===== config.mk =====
export PLATFORM = sky130hd
export DESIGN_NAME = ctech_lib_sync_hs_rx
export DESIGN_NICKNAME = d
export VERILOG_FILES = /design/src/rtl/ctech_lib_sync_hs_pkg.sv /design/src/rtl/ctech_lib_triplesync.sv /design/src/rtl/ctech_lib_sync_hs_rx.sv
export SDC_FILE = /design/constraint.sdc
export NUM_CORES = 1
export LEC_CHECK = 0
export CAP_MARGIN = 10
export CORE_AREA = 8 8 48 50
export DETAILED_ROUTE_END_ITERATION = 10
export DIE_AREA = 0 0 56 58
export GPL_TIMING_DRIVEN = 0
export PLACE_DENSITY = 0.81
export SYNTH_ARGS = -nofsm -noshare
export SYNTH_HDL_FRONTEND = slang
export SYNTH_SLANG_ARGS = --single-unit

===== constraint.sdc =====
create_clock -name clk -period 3 [get_ports clk]
set_clock_uncertainty 0.1 [all_clocks]
set_input_delay 0.3 -clock clk [delete_from_list [all_inputs] [get_ports clk]]
set_output_delay 0.3 -clock clk [all_outputs]
set_load 0.03 [all_outputs]

===== src/rtl/ctech_lib_sync_hs_pkg.sv =====
// Shared types and constants for the req/ack handshake receiver.
package ctech_lib_sync_hs_pkg;

  typedef enum logic [1:0] {
    HS_IDLE     = 2'd0,
    HS_WAIT_BUF = 2'd1,
    HS_ACK_HI   = 2'd2
  } hs_state_t;

  localparam int ERR_PROTO = 0;
  localparam int ERR_TMO   = 1;

endpackage


===== src/rtl/ctech_lib_triplesync.sv =====
// Three-flop synchronizer for signals arriving asynchronously to clk_i.
module ctech_lib_triplesync #(
  parameter int WIDTH = 1
) (
  input  logic             clk_i,
  input  logic             rst_i,
  input  logic [WIDTH-1:0] d_i,
  output logic [WIDTH-1:0] q_o
);

  logic [WIDTH-1:0] s1_q, s2_q, s3_q;

  always_ff @(posedge clk_i or posedge rst_i) begin
    if (rst_i) begin
      s1_q <= '0;
      s2_q <= '0;
      s3_q <= '0;
    end else begin
      s1_q <= d_i;
      s2_q <= s1_q;
      s3_q <= s2_q;
    end
  end

  assign q_o = s3_q;

endmodule


===== src/rtl/ctech_lib_sync_hs_rx.sv =====
// Destination side of a 4-phase req/ack CDC: syncs req, captures the held data into a
// one-entry buffer, returns ack, and flags protocol violations and stuck-req timeouts.
//
// Handshakes: the source holds data_async stable while req_async is high and only drops req
// after seeing ack; downstream takes o_data on any edge where o_valid && i_ready.
module ctech_lib_sync_hs_rx
  import ctech_lib_sync_hs_pkg::*;
#(
  parameter int WIDTH   = 8,
  parameter int TIMEOUT = 0
) (
  input  logic             clk,
  input  logic             rst,
  input  logic             req_async,
  input  logic [WIDTH-1:0] data_async,
  output logic             ack,
  output logic             o_valid,
  output logic [WIDTH-1:0] o_data,
  input  logic             i_ready,
  output logic [1:0]       err,
  input  logic             err_clr,
  output hs_state_t        dbg_state_o
);

  localparam int CNT_W = (TIMEOUT > 0) ? $clog2(TIMEOUT + 1) : 1;
  localparam logic [CNT_W-1:0] CNT_MAX = (TIMEOUT > 0) ? CNT_W'(TIMEOUT - 1) : '0;

  hs_state_t        state_q;
  logic             ack_q;
  logic             valid_q;
  logic [WIDTH-1:0] data_q;
  logic [CNT_W-1:0] cnt_q;
  logic [1:0]       err_q, err_d;
  logic             req_s;
  logic             buf_free;
  logic             capture;
  logic             proto_set;
  logic             tmo_set;

  ctech_lib_triplesync #(.WIDTH(1)) u_req_sync (
    .clk_i (clk),
    .rst_i (rst),
    .d_i   (req_async),
    .q_o   (req_s)
  );

  assign buf_free  = !valid_q || i_ready;
  // data_async is only trusted while the synchronized req is high.
  assign capture   = req_s && buf_free &&
                     ((state_q == HS_IDLE) || (state_q == HS_WAIT_BUF));
  assign proto_set = (state_q == HS_WAIT_BUF) && !req_s;
  assign tmo_set   = (TIMEOUT != 0) && (state_q == HS_ACK_HI) && req_s && (cnt_q == CNT_MAX);

  always_comb begin
    err_d = err_clr ? 2'b00 : err_q;
    err_d[ERR_PROTO] = err_d[ERR_PROTO] | proto_set;
    err_d[ERR_TMO]   = err_d[ERR_TMO]   | tmo_set;
  end

  always_ff @(posedge clk or posedge rst) begin
    if (rst) begin
      state_q <= HS_IDLE;
      ack_q   <= 1'b0;
      cnt_q   <= '0;
    end else begin
      case (state_q)
        HS_IDLE: begin
          ack_q <= 1'b0;
          if (req_s) begin
            if (buf_free) begin
              ack_q   <= 1'b1;
              state_q <= HS_ACK_HI;
            end else begin
              state_q <= HS_WAIT_BUF;
            end
          end
        end
        HS_WAIT_BUF: begin
          ack_q <= 1'b0;
          if (!req_s) begin
            state_q <= HS_IDLE;
          end else if (buf_free) begin
            ack_q   <= 1'b1;
            state_q <= HS_ACK_HI;
          end
        end
        HS_ACK_HI: begin
          if (!req_s) begin
            ack_q   <= 1'b0;
            cnt_q   <= '0;
            state_q <= HS_IDLE;
          end else if ((TIMEOUT != 0) && (cnt_q != CNT_MAX)) begin
            cnt_q <= cnt_q + CNT_W'(1);
          end
        end
        default: begin
          ack_q   <= 1'b0;
          cnt_q   <= '0;
          state_q <= HS_IDLE;
        end
      endcase
    end
  end

  always_ff @(posedge clk or posedge rst) begin
    if (rst) begin
      valid_q <= 1'b0;
      data_q  <= '0;
      err_q   <= 2'b00;
    end else begin
      err_q <= err_d;
      if (capture) begin
        valid_q <= 1'b1;
        data_q  <= data_async;
      end else if (valid_q && i_ready) begin
        valid_q <= 1'b0;
      end
    end
  end

  assign ack         = ack_q;
  assign o_valid     = valid_q;
  assign o_data      = data_q;
  assign err         = err_q;
  assign dbg_state_o = state_q;

endmodule

; After elaboration in Yosys (flattened, before gate mapping)
; Index checks and enable logic that the tools add are counted.
[totals]
inputBits = 13
output_inout_bits = 14
reg_bits = 16
[op_classes]
n_bitwise = 1
muxes = 13
eq_ne = 5
reduce_logical = 12
[ops]
columns = op, n
row1 = 2-bit 2-to-1 mux, 5
row2 = 1-bit 2-to-1 mux, 6
row3 = 2-bit one-hot mux with 3 select lines, 1
row4 = 1-bit logical AND, 4
row5 = 3-bit != test (second input constant), 1
row6 = 3-bit AND reduction, 1
row7 = 2-bit by 1-bit equality test with 1-bit output (second input constant), 1
row8 = 2-bit equality test (second input constant), 1
row9 = 1-bit zero test, 2
row10 = 2-bit zero test, 1
row11 = 1-bit logical OR, 2
row12 = 2-bit by 1-bit != test with 1-bit output (second input constant), 1
row13 = 2-bit != test (second input constant), 1
row14 = 1-bit one-hot mux with 2 select lines, 1
row15 = 2-bit nonzero test, 1
row16 = 2-bit OR reduction, 1
row17 = 1-bit OR, 1

; Logic depth before layout (Yosys ltp)
; Gate-level depths: netlist of the first run.
[logic_depth]
word_depth = 5
depth_mapped = 3
ltp_nobuf = 3

; Hierarchy
; A second synthesis of the first run with hierarchy kept.
[hier_totals]
cells_unflattened = 42
area_unflattened_um2 = 645.6
[by_module_without_submodules]
columns = module, cells_each, instances, seq_area_each_um2, area_each_um2
row1 = ctech_lib_sync_hs_rx, 38, 1, 325.3, 566.8
row2 = ctech_lib_triplesync, 4, 1, 75.1, 78.8

; Worst setup path before layout of the first run
; Ideal clock, no wire load.
[synth_path]
path_type = reg-to-reg
startpoint = register state_q[1], in the netlist dbg_state_o[1]
endpoint = register data_q[0], in the netlist o_data[0]
t_required_ns = 2.775
setup_time_ns = 0.125
stages_incl_launch_ff = 4
path_slack_ns = 1.553
synth_period_minus_slack_ns = 1.447
arrival_time_ns = 1.222
path_cell_list = dfrtp_1 nand2b_4 nor2_8 mux2_4
[synth_via]
elab_chain_cells = 3
[synth_lines]
columns = element, line_no
row1 = start: declaration, ctech_lib_sync_hs_rx.sv:28  ; hs_state_t state_q;
row2 = start signal: assignment, ctech_lib_sync_hs_rx.sv:62  ; state_q <= HS_IDLE;
row3 = start signal: assignment, ctech_lib_sync_hs_rx.sv:72  ; state_q <= HS_ACK_HI;
row4 = start signal: assignment, ctech_lib_sync_hs_rx.sv:74  ; state_q <= HS_WAIT_BUF;
row5 = 2-bit by 1-bit equality test with 1-bit output or 2-bit zero test (tied branches), n/a
row6 = 1-bit logical OR (*), ctech_lib_sync_hs_rx.sv:50  ; ((state_q == HS_IDLE) || (state_q == HS_WAIT_BUF));
row7 = 1-bit logical AND (*), ctech_lib_sync_hs_rx.sv:49  ; assign capture = req_s && buf_free &&
row8 = end signal: assignment, ctech_lib_sync_hs_rx.sv:114  ; data_q <= data_async;
row9 = end: declaration, ctech_lib_sync_hs_rx.sv:31  ; logic [WIDTH-1:0] data_q;
; Every way passes the cells marked *; elsewhere a longest branch is shown, timed or not.
; A chain may end at the register's enable or synchronous reset.

; Worst setup path in the final report of the first run
[layout_path]
startpoint = register state_q[1], in the netlist dbg_state_o[1]
endpoint = output port dbg_state_o[1]
[layout_rtl]
columns = element, line_no
row1 = end: declaration, ctech_lib_sync_hs_rx.sv:22  ; output hs_state_t dbg_state_o
; No word-level cell between the ends.

==> results of run 1 <==
[state kept, by name, indices dropped and copies added, names as in the netlist]
signal	cells
u_req_sync.s2_q	1
o_valid	1
ack	1
u_req_sync.s1_q	1
dbg_state_o	2
u_req_sync.q_o	1
o_data	8
err	1
[logic make-up after synthesis]
group	Yosys count	share of synthesized area (%)
flip-flops	16	62.6
AND/OR/NAND/NOR	9	11.2
multiplexers	8	18.8
buffers and inverters	4	2.94
AO/OA/AOI/OAI	3	3.91
other	1	0.587
[where the power goes]
part	internal [W]	switching [W]	total (W)	leakage, nW
logic	0.000100	0.0000935	0.000194	0.216
registers	0.000245	0.0000179	0.000263	0.193
clock network	0.0000738	0.0000641	0.000138	0.0210
[layout make-up]
cell class              count  area (um2)  share of cell area (%)
well taps                  17        21.3                    2.25
plain buffers               1        7.51                   0.793
inverters                   3        11.3                    1.19
flip-flops and latches     16         400                    42.3
multi-input cells          21         220                    23.2
repair buffers             25         250                    26.4
clock buffers               4        36.3                    3.83
[per-layer routing]
layer	GRT usage (%)	vias to the layer above	wire (um)
li1	-	194	-
met1	10.0	193	573
met2	10.8	18	546
met3	3.93	0	97
met4	5.15	0	0
met5	0	-	0
[final timing paths]
check | from | to | slack, ns | cells past startpoint
worst min register to register | u_req_sync.s1_q$_DFF_PP0_ | u_req_sync.s2_q$_DFF_PP0_ | 0.26 | 0
min in group asynchronous | rst | err[0]$_DFF_PP0_ | 0.27 | 2
worst max-delay path | dbg_state_o[1]$_DFFE_PP0P_ | dbg_state_o[1] | 1.17 | 1
max in group asynchronous | rst | o_data[1]$_DFFE_PP0P_ | 2.15 | 2
worst max register to register | dbg_state_o[1]$_DFFE_PP0P_ | o_data[6]$_DFFE_PP0P_ | 1.62 | 3
worst min-delay path | u_req_sync.s1_q$_DFF_PP0_ | u_req_sync.s2_q$_DFF_PP0_ | 0.26 | 0
[cells in the final DEF (no fill, tap or decap), types with 3 or more instances in the layout]
master           Yosys  final
nand2_1              3      3
clkdlybuf4s50_1      0     25
clkbuf_4             0      3
inv_1                3      3
mux2_4               8      8
dfrtp_1             16     16
[per-stage QoR]
stage               hold slack (ns)  power [W]  instances  setup WS (ns)  util [%]
floorplan                     0.114   0.000380         41           1.55         -
global placement              0.234   0.000460         83           1.26      56.4
detailed placement            0.243   0.000463         83           1.26      56.4
CTS                           0.265   0.000604         87           1.15      58.7
global route                  0.272   0.000630         87           1.10      58.7
finish                        0.261   0.000595         87           1.17      58.7
==> metrics.csv, run 1 <==
metric;value;unit
vias_per_cell;4.66;
cts_resized;0;
ir_drop;265;uV
yosysTopAreaCell;dfrtp_1;
tns;0;ns
leakage;0.430;nW
coreArea;1610;um2
diodes;0;
htreeDepth;1;
cts_setup_buffers;0;
synth_area;639;um2
rows;15;
rsz0062_at_grt;no;
totalWireLength;1220;um
grt_pass1_vias;458;
worst_ep_required_time;2.60;ns
final_area;947;um2
routedWlPerCell;14.0;um
n_fill_cell;136;
die_area;3250;um2
detail-route-antenna-nets;0;
power.density;628;nW/um2
ys_seq_area_share;62.6;%
finalCritPeriodShare;61.2;%
drive_gt1_share;22.9;%
crit_chain;clkdlybuf4s50_1;
synth_area_leaders;dfrtp_1, mux2_4, nor2_8;
syn_to_final_growth;48.1;%
ys_warn_count;0;
crit_path_max_fanout;7;
die_y;58;um
cts-buffers-inserted;3;
synth_most_common_cell;dfrtp_1;
place_area;911;um2
die_w;56;um
clk_pin_slew;0.09;ns
route.detailed.drc;0;
slew_headroom;61.6;%
hpwl;955;um
timing.fmax;545;MHz
clock-sinks;16;
status;completed;
cts_hold_buffers;0;
max-cap-violations;0;
clk_path_buf_depth;2;
start_util;39.6;%
first_pass_iters;2;
crit_buf_inv;1;
final-max-slew-violation-count;0;
timing.final.hold_violations;0;
critPathMaxStageDelay;0.71;ns
yosys.area.top_type_share;62.6;%
place.gp.congestion;0.691;
grt_max_degree;17;
postSynthCellCount;41;
cts_root_buf;clkbuf_4;
nets;84;
avgSynthCellArea;15.6;um2
portBuffers;25;
vias;405;
overflow;0;
synth-seq-cells;16;
synth_enable_flop_cells;0;
grt_usage;8.07;%
hold_path_class;reg -> reg;
syn-num-nets;54;
crit_family;buffers and inverters;
clk_latency;0.28;ns
top_level_ports;27;
worstPathArrival;1.43;ns
netlist-cell-type-count;15;
yosys-top-cells-count;dfrtp_1, mux2_4, inv_1, nand2_1;
synth_ff_type;dfrtp_1;
worst_pin_slew;0.576;ns
finalCriticalPeriod;1.83;ns
worstSetupPathType;reg -> out;
crit_path_start_kind;flop;
grt_pass1_wl;2050;um
cp_slowest_cell;clkdlybuf4s50_1;
synthArstFlopShare;100;%
crit_path_end_kind;primary output;
drt_iter0_drc;2;
cts_tree;yes;
setup_viol;0;
antenna_found_initial;0;
Power figures use the tool's default switching activity.
==> inputs of run 2 (changes only) <==
- CORE_AREA: 8 8 48 50 -> 8 8 49 51
- DIE_AREA: 0 0 56 58 -> 0 0 57 59
- PLACE_DENSITY: 0.81 -> 0.77
- clock period: 3 -> 1.9 ns (I/O delays scaled with it)
==> run 2 against run 1 <==
Against the previous run:
- via count grew 3.0%
- flip-flop and latch count did not move
- clock power grew 59%
- worst hold slack got worse by 0.095 ns
- critical endpoint unchanged
- critical path type unchanged
- design area unchanged
- global-route usage is 0.81 points higher
==> metrics.csv, run 2 (synthesis gave the netlist of run 1 again) <==
metric;value;unit;change
diodes;0;;unchanged
leakage;0.430;nW;unchanged
rsz0062_at_grt;no;;
crit_path_start_kind;flop;;
clock-sinks;16;;unchanged
regArea;400;um2;unchanged
hold_path_class;in -> async;;
detail-route-antenna-nets;0;;unchanged
setup_viol;0;;unchanged
swShare;29.7;%;+0.18 points
rows;15;;unchanged
cts_root_buf;clkbuf_4;;
worst_ep_required_time;1.61;ns;-0.99 ns
cts-buffers-inserted;3;;unchanged
top_level_ports;27;;unchanged
grt_max_degree;17;;unchanged
clk_pin_slew;0.09;ns;about the same
cp_slowest_cell;clkdlybuf4s50_1;;
grt_pass1_wl;2270;um;+11%
final_cell_mix;clkdlybuf4s50_1, dfrtp_1, mux2_4;;
place.gp.congestion;0.678;;-1.9%
timing.fmax;575;MHz;
startpoint;dbg_state_o[1]$_DFFE_PP0P_;;
clk_latency;0.28;ns;about the same
largest_reg_flops;8;;unchanged
vias_per_cell;4.79;;+3.0%
final-max-slew-violation-count;0;;unchanged
die_w;57;um;+1.8%
vias;417;;+3.0%
status;completed;;
grt_usage;8.88;%;+0.81 points
worstSetupPathType;reg -> out;;
cts_setup_buffers;0;;unchanged
htreeDepth;1;;unchanged
drt_iter0_drc;2;;unchanged
whs;0.166;ns;-0.0952 ns
cts_hold_buffers;0;;unchanged
n_fill_cell;140;;+2.9%
die_area;3360;um2;+3.5%
finalCriticalPeriod;1.74;ns;
worst_pin_slew;0.591;ns;+0.0148 ns
crit_path_end_kind;primary output;;
coreArea;1650;um2;+2.3%
pwr-share-clk;23.2;%;about the same
route.detailed.drc;0;;unchanged
timing.final.hold_violations;0;;unchanged
grt_pass1_vias;478;;+4.4%
overflow;0;;unchanged
crit_buf_inv;1;;unchanged
drive_gt1_share;22.9;%;unchanged
syn_to_final_growth;48.1;%;unchanged
mostFrequentLayoutCell;clkdlybuf4s50_1;;
multi_input_area;220;um2;unchanged
hpwl;1010;um;+5.4%
ir_drop;449;uV;+70%
portBuffers;25;;unchanged
combPwrFrac;32.5;%;about the same
cts_tree;yes;;
crit_family;buffers and inverters;;
finalCritPeriodShare;91.5;%;
tns;0;ns;unchanged
critPathMaxStageDelay;0.71;ns;about the same
r2r_start;dbg_state_o[1]$_DFFE_PP0P_;;
die_y;59;um;+1.7%
first_pass_iters;2;;unchanged
nets;84;;unchanged
clk_path_buf_depth;2;;unchanged
cts_resized;0;;unchanged
worstPathArrival;1.45;ns;+0.02 ns
power.density;994;nW/um2;+58%
antenna_found_initial;0;;unchanged
crit_path_max_fanout;7;;unchanged
start_util;38.7;%;-0.90 points
intPower;0.000662;W;+58%
routedWlPerCell;15.0;um;+7.0%
slew_headroom;60.6;%;-0.99 points
crit_chain;clkdlybuf4s50_1;;
max-cap-violations;0;;unchanged
power.net_switching;0.000279;W;+59%
seqPwrFrac;44.3;%;about the same
totalWireLength;1300;um;+7.0%
## run 2: cell counts in the layout (fill, tap and decap cells not counted)
Identical to the previous run, type by type.
## run 2: area by class of cell
cell class	count	area share, %
multi-input combinational	21	23.2
inverter	3	1.19
sequential	16	42.3
tap	17	2.25
clock buffer	4	3.83
buffer	1	0.793
timing repair buffer	25	26.4
## run 2: path summary, 6_finish.rpt
path	slack (ns)	depth (start not counted)	endpoint
max in group asynchronous	1.14	2	dbg_state_o[0]$_DFFE_PP0P_
hold / removal	0.17	2	o_data[1]$_DFFE_PP0P_
setup / recovery	0.16	1	dbg_state_o[1]
min in group clk	0.25	1	u_req_sync.s1_q$_DFF_PP0_
hold reg to reg	0.26	0	u_req_sync.s2_q$_DFF_PP0_
setup reg to reg	0.52	3	o_data[6]$_DFFE_PP0P_
## run 2: routing by layer
layer / wire, um / part of all wire, % / vias up / track usage, %
li1: - / - / 194 / -
met1: 480 / 37 / 206 / 8.40
met2: 701 / 54 / 13 / 13.8
met3: 88 / 6.8 / 4 / 5.15
met4: 33 / 2.5 / 0 / 7.05
met5: 0 / 0 / - / 0
## run 2: stage by stage
step	setup slack [ns]	cell area [um2]	power [W]	cells	util, %
2_1_floorplan	0.453	639	0.000601	41	-
3_3_place_gp	0.274	911	0.000727	83	55.2
3_5_place_dp	0.253	911	0.000732	83	55.2
4_1_cts	0.134	947	0.000959	87	57.3
5_1_grt	0.0610	947	0.000997	87	57.3
6_report	0.162	947	0.000941	87	57.3
## run 2: power by group through the flow
stage	clock network, W	registers, W	logic, W
floorplan	0	0.000508	0.0000921
global placement	0	0.000421	0.000306
detailed placement	0	0.000422	0.000310
CTS	0.000231	0.000417	0.000311
global route	0.000254	0.000423	0.000321
finish	0.000219	0.000417	0.000306
